**src/rtl/sign_cmp_arbiter.sv**
```systemverilog
// sign_cmp_arbiter
// Round-robin scheduler that shares one external signed comparator among
// NREQ requesters. A granted operand pair is registered onto CMP_A/CMP_B.
// AGEB is captured one cycle later and returned with a one-cycle ACK pulse.
module sign_cmp_arbiter #(
    parameter int NREQ  = 4,
    parameter int WIDTH = 8
) (
    input  logic                    SYSCLK,
    input  logic                    NSYSRESET,
    input  logic [NREQ-1:0]         REQ,
    input  logic [NREQ*WIDTH-1:0]   OPA,
    input  logic [NREQ*WIDTH-1:0]   OPB,
    output logic [NREQ-1:0]         ACK,
    output logic                    RESULT,
    output logic                    BUSY,
    output logic [WIDTH-1:0]        CMP_A,
    output logic [WIDTH-1:0]        CMP_B,
    input  logic                    CMP_AGEB
);

    localparam int PW = (NREQ > 1) ? $clog2(NREQ) : 1;

    typedef enum logic [1:0] {
        IDLE = 2'd0,
        CMP  = 2'd1,
        DONE = 2'd2
    } state_t;

    state_t          state;
    state_t          state_nxt;
    logic [PW-1:0]   ptr;
    logic [PW-1:0]   gnt;
    logic [PW-1:0]   sel;
    logic            found;
    logic [WIDTH-1:0] sel_a;
    logic [WIDTH-1:0] sel_b;
    logic            load;
    logic            capture;

    // Round-robin search: first requester at or after ptr, wrapping mod NREQ.
    // NOTE: every output of an always_comb gets a default before any branch,
    // so no path leaves a value unassigned and no latch is inferred.
    always_comb begin
        int idx;
        idx   = 0;
        found = 1'b0;
        sel   = ptr;
        // Walk offsets from farthest to nearest so the nearest hit wins.
        for (int k = NREQ - 1; k >= 0; k--) begin
            idx = int'(ptr) + k;
            if (idx >= NREQ) begin
                idx = idx - NREQ;
            end
            if (REQ[idx]) begin
                found = 1'b1;
                sel   = PW'(idx);
            end
        end
    end

    // Operand mux: pick slice sel out of the packed OPA/OPB buses.
    always_comb begin
        sel_a = '0;
        sel_b = '0;
        for (int i = 0; i < NREQ; i++) begin
            if (sel == PW'(i)) begin
                sel_a = OPA[i*WIDTH +: WIDTH];
                sel_b = OPB[i*WIDTH +: WIDTH];
            end
        end
    end

    // Next-state logic and the load/capture strobes for the datapath.
    always_comb begin
        state_nxt = state;
        load      = 1'b0;
        capture   = 1'b0;
        case (state)
            IDLE: begin
                if (found) begin
                    load      = 1'b1;
                    state_nxt = CMP;
                end
            end
            CMP: begin
                capture   = 1'b1;
                state_nxt = DONE;
            end
            DONE: begin
                state_nxt = IDLE;
            end
            default: begin
                state_nxt = IDLE;
            end
        endcase
    end

    // State register; reset drops any in-flight transaction.
    // NOTE: sequential state uses non-blocking assignments so every register
    // sees pre-edge values regardless of evaluation order.
    always_ff @(posedge SYSCLK or negedge NSYSRESET) begin
        if (!NSYSRESET) begin
            state <= IDLE;
        end else begin
            state <= state_nxt;
        end
    end

    // Datapath: latch grant and operands in IDLE, capture AGEB in CMP.
    // CMP_A/CMP_B only change on a load, so the comparator sees stable
    // inputs for the whole CMP cycle; ACK is cleared on every non-capture edge.
    always_ff @(posedge SYSCLK or negedge NSYSRESET) begin
        if (!NSYSRESET) begin
            gnt    <= '0;
            ptr    <= '0;
            CMP_A  <= '0;
            CMP_B  <= '0;
            RESULT <= 1'b0;
            ACK    <= '0;
        end else begin
            if (load) begin
                gnt   <= sel;
                CMP_A <= sel_a;
                CMP_B <= sel_b;
            end
            if (capture) begin
                RESULT <= CMP_AGEB;
                ACK    <= {{(NREQ-1){1'b0}}, 1'b1} << gnt;
                ptr    <= (gnt == PW'(NREQ - 1)) ? '0 : gnt + 1'b1;
            end else begin
                ACK    <= '0;
            end
        end
    end

    assign BUSY = (state != IDLE);

endmodule

```
**config.mk**
```make
export PLATFORM = sky130hd
export DESIGN_NAME = sign_cmp_arbiter
export DESIGN_NICKNAME = d
export VERILOG_FILES = /design/src/rtl/sign_cmp_arbiter.sv
export SDC_FILE = /design/constraint.sdc
export NUM_CORES = 1
export LEC_CHECK = 0
export CAP_MARGIN = 20
export CORE_UTILIZATION = 40
export CTS_CLUSTER_SIZE = 25
export DETAILED_ROUTE_END_ITERATION = 10
export GPL_ROUTABILITY_DRIVEN = 0
export PLACE_DENSITY_LB_ADDON = 0.15
export REMOVE_ABC_BUFFERS = 1
export SYNTH_ARGS = -nofsm -noshare
export SYNTH_HDL_FRONTEND = slang
export SYNTH_SLANG_ARGS = --single-unit
export TNS_END_PERCENT = 5
```
**constraint.sdc**
```tcl
create_clock -name SYSCLK -period 4.1 [get_ports SYSCLK]
set_clock_uncertainty 0.1 [all_clocks]
set_input_delay 0.82 -clock SYSCLK [delete_from_list [all_inputs] [get_ports SYSCLK]]
set_output_delay 0.82 -clock SYSCLK [all_outputs]
set_load 0.01 [all_outputs]
```
==> out/summary.txt <==
vias: 1670
synthesized area per cell: 11.0 um2
outcome: complete, no violations
Levels on crit path: 7
initial drt markers: 73
area occupied by registers: 676 um2
nets: 328
Inserted Clock Buffers: 3
number of synthesis warnings: 0
routed len/inst: 15.9 um
Mapped Area: 1790 um2
# port buffers: 92
clock network latency to the later pin of the worst-skew pair: 280 ps
share of synthesized registers carrying an async set or reset: 100%
DRC: 0
filler instances: 356
startpoint types: input pin
Rows: 23
DR pass1 iterations: 4
fin. max-slew vios: 0
crit-path max FO: 32
Layout area overhead: 55.6%
io pins: 93
vias in the first global route: 1669
Resized Gates After CTS: 0
max frequency: 337 MHz
Synth Area in XOR/XNOR: 0%
post-synthesis mux area share: 14.4%
Top delay family on crit path: compound AO/OA/AOI/OAI gates
Worst path slowest cell: clkdlybuf4s50_1
Total Routed Length: 4810 um
largest net degree at the start of global routing: 33
Routed Antenna Nets: 0
FF+latch count, synth: 27
Sink Count: 27
Post-Syn Instances: 163
Worst Max-Slew Pin Slew: 552 ps
critical path class: in2reg
Simple-Gate Fraction of Synth Area: 6.86%
Die X: 68.8 um
period utilisation layout: 72.4%
vias per cell: 5.53
P_leak: 1.15 nW
die area: 4740 um2
sequential fraction of the synthesis area: 37.8%
number of synthesized flops with an enable pin: 0
Core Area: 4140 um2
layout cells sized above 1: 18.7%
Setup crit end kind: flip-flop
Peak VDD IR: 0.000312 V
final hold vios: 0
Hold Buf Count CTS: 0
Post-CTS Setup Bufs: 0
max-cap violations: 0
Rel. slew slack: 63.1%
Worst path max stage delay: 490 ps
worst path bufs/invs: 2
Final Cell Area: 2780 um2
total grt overflow: 0
R2R cell count: 6
crit path time final: 2970 ps
RSZ-0062 raised after global routing: no
Netlist cell types: 33
Hold Path Stages: 1
crit-path cells: clkdlybuf4s50_1 -> nand2b_1 -> a22oi_2 -> buf_4 -> o211a_4 -> mux2_2 -> o221a_2
Compound-Gate Fraction of Synth Area: 28.6%
gr usage total: 21.8%
Final Power: 1.63 mW
Max Root-Sink Buffers: 2
clock transition at the registers of the reported paths: 100 ps
Critical Path AT: 3040 ps
multi-input logic area: 941 um2
# diodes: 0
pwr/cell area: 586 nW/um2
first-pass GRT wire length: 7670 um
synthesized-area fraction occupied by adder cells: 2.80%
Die Ht: 68.8 um
Main synth FF type: dfrtp_1
Setup-failing EPs final: 0
placed cell area: 2730 um2
CTS root buf: clkbuf_8
Initial Utilization: 43.1%
H-tree Lvls: 1
initial antenna violation count: 0
Hold Crit Class: reg2reg
setup TNS: 0 ps
largest family of logic cells by synthesized area: compound AO/OA/AOI/OAI gates
DP HPWL: 3510 um
CTS tree: yes
Worst Path Required: 4170 ps
-- cells in the final DEF (no fill, tap or decap), types with 2 or more instances in the layout --
| cell type | synthesis | routed |
|---|---|---|
| clkdlybuf4s50_1 | 0 | 92 |
| dfrtp_1 | 27 | 27 |
| inv_1 | 21 | 21 |
| o2111ai_1 | 15 | 15 |
| o211ai_1 | 15 | 15 |
| o221a_2 | 14 | 14 |
| mux2_4 | 12 | 12 |
| buf_4 | 3 | 7 |
| mux2_2 | 5 | 5 |
| and2_1 | 4 | 4 |
| nand2_1 | 4 | 4 |
| ha_1 | 4 | 4 |
| nor2b_1 | 3 | 3 |
| nand2b_1 | 3 | 3 |
| a21oi_1 | 3 | 3 |
| clkbuf_8 | 0 | 3 |
| or2_1 | 2 | 2 |
| o21ai_0 | 2 | 2 |
| mux2i_1 | 2 | 2 |
-- flip-flops by register name (all words and copies together) (netlist names) --
| signal | count |
|---|---|
| CMP_A | 8 |
| CMP_B | 8 |
| gnt | 2 |
| RESULT | 1 |
| ptr | 2 |
| state | 2 |
| ACK | 4 |
-- worst paths after layout --
| path | startpoint | endpoint | slack, ps |
|---|---|---|---|
| setup / recovery | REQ[0] | CMP_B[3] | 1130 |
| setup reg to reg | ptr[0] | CMP_B[3] | 1840 |
| min in group asynchronous | NSYSRESET | state[0] | 810 |
| hold / removal | RESULT | RESULT | 420 |
| hold reg to reg | RESULT | RESULT | 420 |
| max in group asynchronous | NSYSRESET | CMP_B[0] | 2820 |
-- worst reg2reg max path: stages, from the launching register on --
cell and delay (ps):
dfrtp_1 420, nand2b_1 90, a22oi_2 170, buf_4 240
o211a_4 490, mux2_2 400, o221a_2 240
-- cell families after synthesis --
logic type | count (synthesis)
AOI/OAI and AO/OA | 57
buffers and inverters | 35
DFF | 27
and+or+nand+nor | 21
muxes | 19
adders and majority gates | 4
-- layout make-up --
class | instances | area share, %
clock buffer | 3 | 1.49
multi-input combinational | 101 | 33.8
inverter | 21 | 2.84
tap | 50 | 2.25
clock inverter | 1 | 0.270
sequential | 27 | 24.3
timing repair buffer | 99 | 35.0
-- metrics by stage --
stage	instances	setup WS (ps)	hold WS, ps	utilization, %
after floorplan	149	1370	371	-
after global placement	298	880	388	65.9
after detailed placement	298	856	389	65.9
after CTS	302	1140	419	67.1
after global routing	302	1020	434	67.1
final	302	1130	418	67.1
-- metal layers --
| layer | up-vias | wire [um] | GRT usage [%] |
|---|---|---|---|
| li1 | 798 | - | - |
| met1 | 810 | 1910 | 26.2 |
| met2 | 58 | 2540 | 39.0 |
| met3 | 4 | 311 | 5.26 |
| met4 | 0 | 54 | 4.85 |
| met5 | - | 0 | 0 |
-- synthesized netlist by cell type, types with 2 or more instances --
library cell,n,area [um2]
inv_1,21,78.8
dfrtp_1,27,676
mux2i_1,2,20.0
clkbuf_1,4,15.0
o221a_2,14,158
nand2b_1,3,18.8
buf_4,3,22.5
or2_1,2,12.5
o21ai_0,2,10.0
nor2b_1,3,18.8
o2111ai_1,15,131
a21oi_1,3,15.0
ha_1,4,50.1
nand2_1,4,15.0
o211ai_1,15,113
buf_2,4,20.0
and2_1,4,25.0
buf_6,3,33.8
mux2_2,5,56.3
mux2_4,12,180
-- report_power, final --
| group | total, mW | internal [mW] | switching, mW |
|---|---|---|---|
| registers | 0.475 | 0.394 | 0.0810 |
| logic | 0.995 | 0.560 | 0.435 |
| clock network | 0.158 | 0.0691 | 0.0890 |
Note: power is estimated with default switching activity, not from simulation.
